## config.mk

```make
export PLATFORM = sky130hd
export DESIGN_NAME = stc_frame_sequencer
export DESIGN_NICKNAME = d
export VERILOG_FILES = /design/src/rtl/stc_pkg.sv /design/src/rtl/stc_est_buffer.sv /design/src/rtl/stc_frame_sequencer.sv
export SDC_FILE = /design/constraint.sdc
export NUM_CORES = 1
export LEC_CHECK = 0
export BUFFER_PORTS_ARGS = -buffer_cell sky130_fd_sc_hd__buf_2
export CAP_MARGIN = 5
export CORE_MARGIN = 2
export CORE_UTILIZATION = 45
export CTS_CLUSTER_SIZE = 8
export DETAILED_ROUTE_END_ITERATION = 8
export PLACE_DENSITY = 0.71
export SYNTH_ARGS = -nofsm -noshare
export SYNTH_HDL_FRONTEND = slang
export SYNTH_SLANG_ARGS = --single-unit
```

## constraint.sdc

```tcl
create_clock -name clk -period 2.4 [get_ports clk]
set_input_delay 0.12 -clock clk [delete_from_list [all_inputs] [get_ports clk]]
set_output_delay 0.12 -clock clk [all_outputs]
set_load 0.05 [all_outputs]
```

## src/rtl/stc_pkg.sv

```systemverilog
// Shared types and constants for the STC frame sequencer and its estimate buffer.
package stc_pkg;

  typedef enum logic [1:0] {
    ST_IDLE  = 2'd0,
    ST_PILOT = 2'd1,
    ST_DATA  = 2'd2
  } state_t;

  localparam int H_W  = 18;
  localparam int DT_W = 6;
  localparam int MU_W = 18;

  localparam logic [H_W-1:0] H_UNITY = 18'h10000;

  typedef struct packed {
    logic [H_W-1:0]  h0_re;
    logic [H_W-1:0]  h0_im;
    logic [H_W-1:0]  h1_re;
    logic [H_W-1:0]  h1_im;
    logic [DT_W-1:0] dtau;
    logic [MU_W-1:0] mu0;
    logic [MU_W-1:0] mu1;
  } est_t;

  // Unity channel gain on both paths, no delay, zero mu.
  function automatic est_t est_reset();
    est_t r;
    r       = '0;
    r.h0_re = H_UNITY;
    r.h1_re = H_UNITY;
    return r;
  endfunction

endpackage

```

## src/rtl/stc_est_buffer.sv

```systemverilog
// Shadow/active double buffer for estimator outputs; shadow is promoted on load,
// with same-cycle bypass and stale detection when nothing new has arrived.
module stc_est_buffer
  import stc_pkg::*;
(
  input  logic clk,
  input  logic reset,
  input  logic clkEn,
  input  logic estValid,
  input  logic load,
  input  est_t est_bus,
  output est_t active,
  output logic stale
);

  est_t shadow;
  logic fresh;

  assign stale = load & ~fresh & ~estValid;

  always_ff @(posedge clk) begin
    if (reset) begin
      shadow <= est_reset();
      active <= est_reset();
      fresh  <= 1'b0;
    end else if (clkEn) begin
      if (estValid) shadow <= est_bus;
      if (load) begin
        if (estValid)   active <= est_bus;
        else if (fresh) active <= shadow;
      end
      // A load consumes the estimate, including one bypassed in the same cycle.
      fresh <= load ? 1'b0 : (fresh | estValid);
    end
  end

endmodule

```

## src/rtl/stc_frame_sequencer.sv

```systemverilog
// Per-frame pilot/data sequencer: tracks bit periods, swaps estimates at the
// pilot->data boundary, and issues startFrame/frameDone and consumer enables.
module stc_frame_sequencer
  import stc_pkg::*;
#(
  parameter int PILOT_BITS = 128,
  parameter int DATA_BITS  = 3200,
  parameter int CNT_W      = 12
) (
  input  logic        clk,
  input  logic        reset,
  input  logic        clkEn,
  input  logic        start,
  input  logic        sampleEn,
  input  logic        estValid,
  input  logic [17:0] h0InReal,
  input  logic [17:0] h0InImag,
  input  logic [17:0] h1InReal,
  input  logic [17:0] h1InImag,
  input  logic [5:0]  deltaTauIn,
  input  logic [17:0] mu0In,
  input  logic [17:0] mu1In,
  output logic [17:0] h0EstReal,
  output logic [17:0] h0EstImag,
  output logic [17:0] h1EstReal,
  output logic [17:0] h1EstImag,
  output logic [5:0]  deltaTauEst,
  output logic [17:0] ch0Mu,
  output logic [17:0] ch1Mu,
  output logic        startFrame,
  output logic        pilotEn,
  output logic        dataEn,
  output logic        frameDone,
  output logic [15:0] frameCount,
  input  logic        clearErrors,
  output logic        earlyStart,
  output logic        estStale
);

  localparam logic [CNT_W-1:0] PILOT_LAST = CNT_W'(PILOT_BITS - 1);
  localparam logic [CNT_W-1:0] DATA_LAST  = CNT_W'(DATA_BITS - 1);

  state_t           state, state_nx;
  logic [CNT_W-1:0] cnt, cnt_nx;
  logic             terminal, load, sf_nx, fd_nx, early_set, count_inc, stale;
  est_t             est_bus, active;

  // cnt holds bit periods remaining in the field minus one.
  assign terminal = (cnt == '0);
  assign pilotEn  = sampleEn & clkEn & (state == ST_PILOT);
  assign dataEn   = sampleEn & clkEn & (state == ST_DATA);

  always_comb begin
    state_nx  = state;
    cnt_nx    = cnt;
    load      = 1'b0;
    sf_nx     = 1'b0;
    fd_nx     = 1'b0;
    early_set = 1'b0;
    count_inc = 1'b0;
    case (state)
      ST_IDLE: begin
        if (start) begin
          state_nx = ST_PILOT;
          cnt_nx   = PILOT_LAST;
        end
      end
      ST_PILOT: begin
        if (start) begin
          cnt_nx = PILOT_LAST;
        end else if (sampleEn) begin
          if (terminal) begin
            state_nx = ST_DATA;
            cnt_nx   = DATA_LAST;
            load     = 1'b1;
            sf_nx    = 1'b1;
          end else begin
            cnt_nx = cnt - 1'b1;
          end
        end
      end
      ST_DATA: begin
        if (sampleEn && terminal) begin
          fd_nx     = 1'b1;
          count_inc = 1'b1;
          state_nx  = start ? ST_PILOT : ST_IDLE;
          cnt_nx    = start ? PILOT_LAST : '0;
        end else if (start) begin
          early_set = 1'b1;
          state_nx  = ST_PILOT;
          cnt_nx    = PILOT_LAST;
        end else if (sampleEn) begin
          cnt_nx = cnt - 1'b1;
        end
      end
      default: begin
        state_nx = ST_IDLE;
        cnt_nx   = '0;
      end
    endcase
  end

  always_ff @(posedge clk) begin
    if (reset) begin
      state <= ST_IDLE;
      cnt   <= '0;
    end else if (clkEn) begin
      state <= state_nx;
      cnt   <= cnt_nx;
    end
  end

  always_ff @(posedge clk) begin
    if (reset) begin
      startFrame <= 1'b0;
      frameDone  <= 1'b0;
      frameCount <= '0;
      earlyStart <= 1'b0;
      estStale   <= 1'b0;
    end else if (clkEn) begin
      startFrame <= sf_nx;
      frameDone  <= fd_nx;
      if (count_inc) frameCount <= frameCount + 16'd1;
      earlyStart <= early_set | (earlyStart & ~clearErrors);
      estStale   <= stale | (estStale & ~clearErrors);
    end
  end

  always_comb begin
    est_bus       = '0;
    est_bus.h0_re = h0InReal;
    est_bus.h0_im = h0InImag;
    est_bus.h1_re = h1InReal;
    est_bus.h1_im = h1InImag;
    est_bus.dtau  = deltaTauIn;
    est_bus.mu0   = mu0In;
    est_bus.mu1   = mu1In;
  end

  stc_est_buffer u_est_buffer (
    .clk      (clk),
    .reset    (reset),
    .clkEn    (clkEn),
    .estValid (estValid),
    .load     (load),
    .est_bus  (est_bus),
    .active   (active),
    .stale    (stale)
  );

  assign h0EstReal   = active.h0_re;
  assign h0EstImag   = active.h0_im;
  assign h1EstReal   = active.h1_re;
  assign h1EstImag   = active.h1_im;
  assign deltaTauEst = active.dtau;
  assign ch0Mu       = active.mu0;
  assign ch1Mu       = active.mu1;

endmodule

```

==> results of run 1 <==
-- cells by family (layout without fill, tap and decap cells) --
family	after synthesis	count (layout)	synth area share (%)
buffers and inverters	102	446	4.17
adder cells (fa/ha/maj)	4	4	0.440
XOR/XNOR	14	14	1.14
multiplexers	118	118	11.0
AND/OR/NAND/NOR	462	462	18.1
flip-flops	263	263	48.8
AO/OA/AOI/OAI	273	273	16.5
-- area by class of cell --
type | count | share of cell area, %
tap | 319 | 2.73
multi-input combinational | 871 | 35.1
clock inverter | 1 | 0.0600
clock buffer | 40 | 6.71
inverter | 3 | 0.0772
timing repair buffer | 402 | 19.2
sequential | 263 | 36.1
-- state kept, by name (all words and copies together), names as in the netlist --
name / cells
u_est_buffer.active: 114
earlyStart: 1
state: 2
estStale: 1
u_est_buffer.fresh: 1
frameCount: 16
cnt: 12
frameDone: 1
startFrame: 1
u_est_buffer.shadow: 114
-- power breakdown --
part / internal, W / switching, W / total [W] / leakage, nW
sequential: 0.00449 / 0.0000673 / 0.00456 / 2.13
combinational: 0.000451 / 0.000534 / 0.000985 / 3.47
clock: 0.00284 / 0.00175 / 0.00459 / 0.486
-- tightest hold or removal path, delay by kind of cell --
family | cells | cell delay, ns
buffers and inverters | 1 | 0.19
AOI/OAI and AO/OA | 1 | 0.18
and+or+nand+nor | 1 | 0.07
-- per-stage QoR --
| stage | worst slack [ns] | util (%) | TNS (ns) | hold slack [ns] | area [um^2] |
|---|---|---|---|---|---|
| final | 0.128 | 62.0 | 0 | 0.126 | 14600 |
| after global routing | -0.00210 | 62.0 | -0.00210 | 0.155 | 14600 |
| after CTS | 0.0533 | 61.8 | 0 | 0.111 | 14500 |
| after detailed placement | 0.0683 | 52.6 | 0 | 0.359 | 12400 |
| after global placement | 0.158 | 52.6 | 0 | 0.354 | 12400 |
| after floorplan | 0.0964 | - | 0 | 0.244 | 10800 |
-- how the worst max path moves through the flow --
stage	slack, ns	cells past startpoint	endpoint
after floorplan	0.1	8	frameCount[15]
after global placement	0.16	7	frameCount[15]
after detailed placement	0.07	7	frameCount[15]
after CTS	0.05	7	frameCount[15]
after global routing	-0.002	9	u_est_buffer.active[31]
final	0.13	9	u_est_buffer.active[70]
-- routing by layer --
metal | up-vias | global-route usage (%) | wire [um]
li1 | 4957 | - | -
met1 | 4699 | 27.9 | 12900
met2 | 291 | 38.4 | 14500
met3 | 71 | 4.39 | 1540
met4 | 0 | 9.38 | 958
met5 | - | 0 | 0
-- repair_timing --
item / 4_1_cts / 5_1_grt
endpoints found under the hold margin: 212 / 0
endpoints found under the setup margin: 0 / 72
setup buffers: 0 / 2
hold buffers: 117 / 0
resized for setup: 0 / 6
-- layout by cell type (no fill, tap or decap), drive strengths merged, types with 6 or more instances in the layout --
| cell type | count |
|---|---|
| buf | 283 |
| dfxtp | 263 |
| xnor2 | 8 |
| nand3 | 6 |
| nor3 | 9 |
| nor4 | 8 |
| clkbuf | 42 |
| xor2 | 6 |
| nand4 | 8 |
| a21oi | 121 |
| mux2i | 114 |
| dlygate4sd3 | 117 |
| a22o | 7 |
| nor2 | 144 |
| a211oi | 113 |
| nor2b | 8 |
| o21ai | 14 |
| nand2 | 246 |
==> summary by stage, run 1 <==
Critical path
The maximum cell stage delay along the critical path is 0.33 ns. The most critical setup path has its startpoint at cnt[0]. The endpoint of the worst register-to-register path is u_est_buffer.active[70]. The critical path is of the flop to flop type.

For this design, the slowest cell found on the critical path is sky130_fd_sc_hd__dfxtp_1. The depth of the worst register-to-register path is 9. STA puts the critical path data required time at ~2.8 ns. The startpoint of the most critical register-to-register path is cnt[0]. STA classifies the critical path endpoint as a flop.

Along the worst path, the maximum fanout reaches 50. The worst setup path is launched from a flop. In this run the register-to-register setup slack is between 0.1 and 0.15 ns. Walking the worst path, the cells encountered are inv_1 -> ha_1 -> nor3b_2 -> nand4_2 -> nor4b_4 -> buf_4 -> clkbuf_16 -> nor2_1 -> a211oi_1.

The cell family contributing the most delay on the critical path is simple AND/OR/NAND/NOR gates. The number of buffers and inverters on the critical path is 3. At the worst endpoint, the arrival time is 2.66 ns.

Clock tree
The number of levels in the clock H-tree is 2. The tree is rooted in a sky130_fd_sc_hd__clkbuf_16. The maximum number of buffers from clock root to sink is 3.

The clock net in this run drives a total of 263 sinks. The clock latency of the later-clocked register in the worst-skew pair is 0.50 ns. Counting the buffers created by CTS gives 38. The clock transition time at the flip-flop clock pins of the worst setup and hold paths is roughly 0.05 ns.

TritonCTS built the clock tree.

Floorplanning
After floorplanning, the core was divided into 56 placement rows. The die covers 25300 um^2. The die is 159 um wide. The die height is ~160 um. In this run the count of I/O pins placed on the die edge is 257.

The total core area is 23500 um^2. The effective utilization at floorplan is 45.9%.

Worst hold path
The type of the most critical hold path is input port to flop. The worst-case hold path end point is state[0]. The hold path depth is 3. The hold path startpoint is clkEn.

Finish
After filler insertion, the fill cell instance count of the layout stands at ~2000. The area growth from synthesis to layout is 35.1%. For this run, the post-layout net count is 1703. Of the cells placed in the final design, the portion with a size suffix greater than 1 is 22.2%. The repair_antennas step left the layout with diodes totalling 0. The sequential cells in the finished layout cover a total of 5270 um^2. The number of cells in the finished layout apart from fillers is approximately 1900.

Summing all multi-input logic gate instances after layout gives slightly above 5000 um^2.

Outcome
The flow ran to the end, and the final reports show no timing, DRC or antenna violations.

Synthesis
A synthesized cell averages 8.74 um^2. In the post-synthesis netlist, the cell with the most instances is sky130_fd_sc_hd__dfxtp_1. After synthesis the netlist holds a flip-flop and latch count of 263. The portion of synthesized cell area occupied by the leading cell type is 48.8%. Counting distinct cell types in the post-synthesis netlist gives 52. In the synthesized netlist, the cells that appear most often are sky130_fd_sc_hd__dfxtp_1 (263), sky130_fd_sc_hd__nand2_1 (246), sky130_fd_sc_hd__nor2_1 (144). The synthesized net count is 1360.

By area the synthesized netlist is led by sky130_fd_sc_hd__dfxtp_1 (49%), sky130_fd_sc_hd__mux2i_1 (11%), sky130_fd_sc_hd__nand2_1 (8.6%). The biggest area contributor in the post-synthesis netlist is sky130_fd_sc_hd__dfxtp_1. The number of standard cells after synthesis is roughly 1200.

Counting flops with a built-in enable in the synthesized netlist gives 0. The main flop type after synthesis is sky130_fd_sc_hd__dfxtp_1. The mapped cell area is between 10000 and 15000 um^2.

The proportion of register bits with asynchronous set or reset after synthesis is 0%. For this run, the register share of the synthesized area comes to about half. Yosys printed 0 warnings.

Route
Dividing the detail-routed via count by the number of cells gives 5.28. The total via count in the routed design is 10018. In the final routed layout, each cell accounts on average for 15.7 um. The post-route DRC violation count is 0. The detailed-route wire length is 29800 um. In this run the remaining antenna-violating nets after routing total 0. The number of detailed-route iterations in the first pass is 5. The first-iteration detailed-routing DRC count is 730.

Run
Max-cap violations in this run came to 0.

Timing
Measured against its own limit, the worst slew margin works out to 42.5%. Setup violations remaining at the end of the flow were counted as 0. The final period utilization is 94.6%. Derived from the worst setup path, the maximum achievable clock frequency is 440 MHz.

The count of final max-slew check failures is 0. The smallest clock period supported by the final layout is computed as 2.27 ns. The worst clock skew is 0.0122 ns. For the pin with the worst max-slew slack, the measured transition is 0.862 ns. The final hold violation count came to 0.

Global routing
The number of antenna violations at the first check in global routing came to 0. The maximum number of pins on one net before global-route repair is 139. The global route total overflow is 0.

Global routing used 22.5% of the available tracks across all layers. The number of global-route vias before repair was a little under 10000. The first global-routing pass estimated 48100 um of wire.

Placement
The final RePlAce weighted congestion is 0.804. Detailed placement ended at an HPWL of between 15000 and 20000 um. Port buffering added 256 buffers. The number of placed instances, taps included, is 1738.

Pwr
The peak ir drop on the vdd network is 0.000411 V. The leakage power is 6.09 nW. Power spread over the standard cell area amounts to 694 nW/um^2. The power consumption is 0.0101 W.
Power figures use the tool's default switching activity.
==> run 2: changes to the inputs <==
CTS_BUF_LIST = sky130_fd_sc_hd__clkbuf_8   (was unset)
==> run 2 against run 1 <==
Against the previous run: hold slack lost 0.038 ns; largest power group is now registers; first-iteration DRC count is 7.3% lower; highest routed layer unchanged; critical endpoint is now u_est_buffer.active[71]; clock-buffer cell count is 12 higher; maximum frequency is 0.22% higher; critical path type unchanged.
==> summary by stage, run 2 (synthesis results as in run 1) <==
Outcome
Run status: complete, no violations (unchanged).

Timing
The hold slack is 0.0875 ns (was 0.126 ns). The clock period minus final worst setup slack came to 2.27 ns (about the same). The final hold violation count is 0 (unchanged). The count of final max-slew check failures came to 0 (unchanged).

The fmax was 441 MHz (was 440 MHz). The final period utilization is 94.4% (was 94.6%). The worst max-slew margin expressed relative to the limit was 42.4% (was 42.5%). The total of endpoints with negative setup slack in the final report is 0 (unchanged). The worst clock skew is 0.0251 ns (was 0.0122 ns). The transition time of the tightest slew-check pin was 0.864 ns (was 0.862 ns).

Finish
The number of cells in the finished layout apart from fillers is 1934 (was 1899). The net count of the finished layout came to 1710 (was 1703). Largest registers ranked by flip-flop count: u_est_buffer.active x114, u_est_buffer.shadow x114, frameCount x16 (unchanged).

Commonest cells after routing, fill and taps aside: sky130_fd_sc_hd__dfxtp_1 (262), sky130_fd_sc_hd__buf_2 (254), sky130_fd_sc_hd__nand2_1 (245) (unchanged). The final core utilization is 61.3% (was 62.0%). The most common cell after layout, fill and taps aside is sky130_fd_sc_hd__dfxtp_1 (unchanged). The share of post-route cells with drive strength above 1 is 22.7% (was 22.2%). The area growth from synthesis to layout is 33.7% (was 35.1%).

Clock tree
The total number of clock tree sinks was 263 (unchanged). The clock latency of the later-clocked register in the worst-skew pair is 0.54 ns (was 0.50 ns). The clock transition time at the flip-flop clock pins of the worst setup and hold paths came to 0.06 ns (was 0.05 ns). The number of levels in the clock H-tree is 2 (unchanged).

The cell at the root of the clock tree was sky130_fd_sc_hd__clkbuf_8 (was sky130_fd_sc_hd__clkbuf_16). The CTS tree is done (unchanged). The maximum number of buffers from clock root to sink is 3 (unchanged). The number of CTS-inserted buffers came to 45 (was 38).

Floorplanning
The horizontal die dimension is 159 um (unchanged). The number of I/O pins came to 257 (unchanged). The number of core rows is 56 (unchanged).

The total core area came to 23500 um^2 (unchanged). The full die area came to 25300 um^2 (unchanged). The effective utilization at floorplan is 45.9% (unchanged). The die height was 159 um (unchanged).

Critical path
Critical Path, Cell by Cell: inv_1 -> ha_1 -> nor3b_2 -> nand4_2 -> nor4b_4 -> buf_4 -> clkbuf_16 -> nor2_1 -> a211oi_1 (unchanged). The maximum cell stage delay along the critical path is 0.33 ns (about the same). The data arrival time of the critical path came to 2.69 ns (was 2.66 ns). The data required time of the critical path was 2.82 ns (was 2.79 ns).

The largest fanout on the critical path is 50 (unchanged). The critical path class is flop to flop (unchanged). The startpoint type of the worst setup path is a flop (unchanged). The master of the slowest instance on the critical path is sky130_fd_sc_hd__dfxtp_1 (unchanged). The endpoint type of the worst setup path is a flop (unchanged).

Placement
The half-perimeter wire length after placement is 17400 um (unchanged). The final RePlAce weighted congestion is 0.804 (unchanged). The number of buffers inserted by port buffering is 256 (unchanged). The cell total after placement is 1738 (unchanged).

Route
The number of detailed-route iterations in the first pass is 7 (was 5). The first-iteration detailed-routing DRC count is 677 (was 730). The total via count in the routed design came to 10053 (was 10018). The wire length on met1 is 12900 um (about the same). The post-route DRC violation count came to 0 (unchanged).

The met3 wire length is 1650 um (was 1540 um). The number of vias per cell after detailed routing is 5.20 (was 5.28). The detailed-route wire length is 29600 um (was 29800 um). The final antenna-violating net count is 0 (unchanged). The post-detailed-route wirelength per cell is 15.3 um (was 15.7 um).

The met2 wire length is 14200 um (was 14500 um). The topmost layer with routed signal wires was met4 (unchanged).

Pwr
The peak ir drop on the vdd network is 0.000458 V (was 0.000411 V). The power density over the cells came to 644 nW/um^2 (was 694 nW/um^2). The leakage power was 6.11 nW (was 6.09 nW).

Global routing
The global route total overflow came to 0 (unchanged). The number of global-route vias before repair is 9735 (was 9811). The maximum number of pins on one net before global-route repair was 139 (unchanged). The overall global routing resource usage is 22.3% (was 22.5%). The number of antenna violations at the first check in global routing is 1 (was 0). The first-pass GRT wire length is 47800 um (was 48100 um).

Worst hold path
The type of the most critical hold path is input port to flop (unchanged).

Run
The max capacitance violation total is 0 (unchanged).
==> run 2: changes by cell type in the layout (fill, tap and decap cells not counted), sizes merged <==
cell / change
inv: +20
clkbuf: +12
bufinv: +1
clkinv: +1
diode: +1
==> run 2: area by class of cell <==
cell class	instances	area (um^2)
clock inverters	23	119
repair buffers	402	2810
diodes	1	2.50
flip-flops and latches	263	5270
fillers	1977	9100
multi-input cells	871	5120
inverters	3	11.3
well taps	319	399
clock buffers	52	716
==> run 2: final timing paths <==
path | start | to | slack [ns] | depth (start not counted)
max | cnt[0] | u_est_buffer.active[71] | 0.13 | 9
min | clkEn | state[0] | 0.09 | 3
max reg2reg | cnt[0] | u_est_buffer.active[71] | 0.13 | 9
min reg2reg | u_est_buffer.shadow[91] | u_est_buffer.shadow[91] | 0.45 | 2
==> run 2: power by group <==
| group | switching, W | leakage (nW) | internal, W |
|---|---|---|---|
| registers | 0.0000673 | 2.13 | 0.00448 |
| logic | 0.000533 | 3.47 | 0.000451 |
| clock network | 0.00171 | 0.503 | 0.00206 |
==> run 2: timing repair <==
| item | 4_1_cts | 5_1_grt |
|---|---|---|
| hold buffers | 117 | 0 |
| hold endpoints to repair | 231 | 0 |
| setup endpoints to repair | 0 | 68 |
| buffers inserted | 0 | 2 |
| resized for setup | 0 | 6 |
==> run 2: metal layers <==
metal	vias up	track usage (%)
met5	-	0
met4	0	8.60
met3	63	5.17
met2	320	37.4
met1	4683	27.9
li1	4987	-
==> run 2: critical path: cells and delay by family, from the launching register on <==
kind | cells | cell delay, ns
adders and majority gates | 1 | 0.18
and+or+nand+nor | 4 | 0.81
buffers and inverters | 3 | 0.51
AOI/OAI and AO/OA | 1 | 0.27
DFF | 1 | 0.33
==> run 2: metrics by stage <==
stage | total power (W) | area (um^2) | setup TNS (ns) | worst slack [ns]
finish | 0.00930 | 14400 | 0 | 0.133
global route | 0.00971 | 14400 | -0.0121 | -0.00617
CTS | 0.00938 | 14400 | 0 | 0.0531
detailed placement | 0.00546 | 12400 | 0 | 0.0683
global placement | 0.00544 | 12400 | 0 | 0.158
floorplan | 0.00517 | 10800 | 0 | 0.0964
==> run 3: changes to the inputs <==
RECOVER_POWER = 50   (was unset)
==> run 3 against run 2 <==
Against the previous run: the flow now finishes with violations (capacitance limit, slew limit); setup slack got worse by 0.028 ns; die area unchanged; utilization decreased by 0.57 points; global-route usage unchanged; power about the same; cell area decreased by 0.93%; sequential share of layout area increased by 0.34 points; non-clock buffer count unchanged; clock power about the same; critical path type unchanged.
==> summary by stage, run 3 (synthesis results as in run 1) <==
Finish
The filler cell count in the final layout came to 2039 (was 1977). The cell area after layout is 14300 um^2 (was 14400 um^2). The area taken by flip-flops and latches was 5270 um^2 (unchanged). The multi-input logic area is 5120 um^2 (unchanged).

The final core utilization was 60.8% (was 61.3%). The share of post-route cells with drive strength above 1 came to 16.9% (was 22.7%). Largest registers ranked by flip-flop count: u_est_buffer.active x114, u_est_buffer.shadow x114, frameCount x16 (unchanged). The area growth from synthesis to layout is 32.5% (was 33.7%). Commonest cells after routing, fill and taps aside: sky130_fd_sc_hd__dfxtp_1 (262), sky130_fd_sc_hd__nand2_1 (245), sky130_fd_sc_hd__buf_2 (162) (was sky130_fd_sc_hd__dfxtp_1 (262), sky130_fd_sc_hd__buf_2 (254), sky130_fd_sc_hd__nand2_1 (245)).

The most common cell after layout, fill and taps aside is sky130_fd_sc_hd__dfxtp_1 (unchanged). The net count of the finished layout came to 1710 (unchanged).

Timing
The total of endpoints with negative setup slack in the final report is 0 (unchanged). The transition time of the tightest slew-check pin is 1.68 ns (was 0.864 ns). The final total negative setup slack is 0 ns (unchanged). The final period utilization is 95.6% (was 94.4%). The count of final max-slew check failures is 256 (was 0). The final critical-path setup slack was 0.106 ns (was 0.133 ns). The worst max-slew margin expressed relative to the limit was -12.2% (was 42.4%). The worst clock skew is 0.0236 ns (was 0.0251 ns). The fmax is 436 MHz (was 441 MHz). The final hold violation count is 0 (unchanged).

The clock period minus final worst setup slack is 2.29 ns (was 2.27 ns).

Placement
The final RePlAce weighted congestion is 0.804 (unchanged). The half-perimeter wire length after placement is 17400 um (unchanged). The post-placement cell area is 12400 um^2 (unchanged). The number of buffers inserted by port buffering is 256 (unchanged). The worst-case setup slack after placement was 0.0683 ns (unchanged).

Pwr
The power density over the cells came to 650 nW/um^2 (was 644 nW/um^2). The peak ir drop on the vdd network came to 0.000458 V (about the same). The leakage power was 5.70 nW (was 6.11 nW).

The combinational power share came to 10.5% (was 10.6%). The internal power consumption came to 0.00699 W (about the same). The clock power share is 40.6% (was 40.5%). The net switching share of the total power is 24.9% (was 24.8%). The part of the total power dissipated in sequential elements is 48.9% (about the same).

The net switching power figure is 0.00231 W (about the same). The power consumption came to 0.00930 W (about the same).

Global routing
The number of antenna violations at the first check in global routing is 1 (unchanged). The global route total overflow is 0 (unchanged). The overall global routing resource usage is 22.3% (unchanged).

The maximum number of pins on one net before global-route repair was 139 (unchanged). The number of global-route vias before repair came to 9735 (unchanged). The first-pass GRT wire length is 47800 um (unchanged).

Route
The number of detailed-route iterations in the first pass is 5 (was 7). The detailed-route wire length came to 29700 um (was 29600 um). The number of vias per cell after detailed routing is 5.21 (was 5.20). The post-route DRC violation count is 0 (unchanged). The total via count in the routed design is 10074 (was 10053). The first-iteration detailed-routing DRC count is 722 (was 677). The post-detailed-route wirelength per cell was 15.3 um (about the same). The final antenna-violating net count was 0 (unchanged).

Floorplanning
The die height was 159 um (unchanged). The number of I/O pins was 257 (unchanged). The full die area is 25300 um^2 (unchanged). The effective utilization at floorplan is 45.9% (unchanged). The total core area is 23500 um^2 (unchanged). The horizontal die dimension came to 159 um (unchanged). The number of core rows is 56 (unchanged).

Outcome
Run status: finished with violations (was complete, no violations). The final reports fail on capacitance limit, slew limit.

Critical path
The largest fanout on the critical path is 50 (unchanged). The critical path class is flop to flop (unchanged). The endpoint type of the worst setup path is a flop (unchanged).

The data required time of the critical path is 2.81 ns (was 2.82 ns). The startpoint type of the worst setup path is a flop (unchanged). The data arrival time of the critical path is 2.70 ns (was 2.69 ns).

Clock tree
The total number of clock tree sinks is 263 (unchanged). The number of levels in the clock H-tree is 2 (unchanged). The cell at the root of the clock tree is sky130_fd_sc_hd__clkbuf_8 (unchanged). The CTS tree is done (unchanged). The maximum number of buffers from clock root to sink is 3 (unchanged). The number of CTS-inserted buffers is 45 (unchanged). The clock transition time at the flip-flop clock pins of the worst setup and hold paths is 0.06 ns (about the same). The clock latency of the later-clocked register in the worst-skew pair is 0.54 ns (about the same).

Worst hold path
The type of the most critical hold path is input port to flop (unchanged).

Run
The max capacitance violation total was 3 (was 0).
run 3: through the flow:
| step | hold WS (ns) | cells |
|---|---|---|
| 3_3_place_gp | 0.354 | 1738 |
| 4_1_cts | 0.0544 | 1930 |
| 6_report | 0.0923 | 1934 |
| 5_1_grt | 0.104 | 1934 |
| 3_5_place_dp | 0.359 | 1738 |
| 2_1_floorplan | 0.244 | 1236 |
run 3: repair_timing:
action / 4_1_cts / 5_1_grt
endpoints found under the hold margin: 231 / 0
setup endpoints to repair: 0 / 68
buffers inserted: 0 / 2
gates resized for setup: 0 / 6
hold buffers: 117 / 0
run 3: final timing paths:
path                                               from                       to  slack (ns)  cells past startpoint
worst min-delay path                              clkEn                 state[0]        0.09                      3
worst min register to register  u_est_buffer.shadow[91]  u_est_buffer.shadow[91]        0.45                      2
worst max-delay path                             cnt[0]  u_est_buffer.active[71]        0.11                      9
worst max register to register                   cnt[0]  u_est_buffer.active[71]        0.11                      9
run 3: critical path, cell delays in order (launching register included):
cell	delay, ns
sky130_fd_sc_hd__dfxtp_1	0.33
sky130_fd_sc_hd__inv_1	0.11
sky130_fd_sc_hd__ha_1	0.18
sky130_fd_sc_hd__nor3b_2	0.22
sky130_fd_sc_hd__nand4_2	0.17
sky130_fd_sc_hd__nor4b_4	0.33
sky130_fd_sc_hd__buf_4	0.17
sky130_fd_sc_hd__clkbuf_16	0.23
sky130_fd_sc_hd__nor2_1	0.09
sky130_fd_sc_hd__a211oi_1	0.27
run 3: metal layers:
metal,global-route usage [%],vias up,wire length (um)
met3,5.17,65,1640
li1,-,4990,-
met5,0,-,0
met2,37.4,310,14200
met4,8.60,0,835
met1,27.9,4709,13000
run 3: layout make-up:
cell class / count / area share (%)
timing repair buffer: 402 / 18.7
antenna: 1 / 0.0175
inverter: 3 / 0.0787
tap: 319 / 2.79
multi-input combinational: 871 / 35.8
clock inverter: 23 / 0.831
clock buffer: 52 / 5.00
sequential: 263 / 36.8
run 3: power groups by stage:
| stage | sequential, W | clock, W | combinational [W] |
|---|---|---|---|
| after floorplan | 0.00466 | 0 | 0.000514 |
| after global placement | 0.00463 | 0 | 0.000802 |
| after detailed placement | 0.00464 | 0 | 0.000818 |
| after CTS | 0.00454 | 0.00386 | 0.000972 |
| after global routing | 0.00456 | 0.00408 | 0.00107 |
| final | 0.00455 | 0.00377 | 0.000979 |
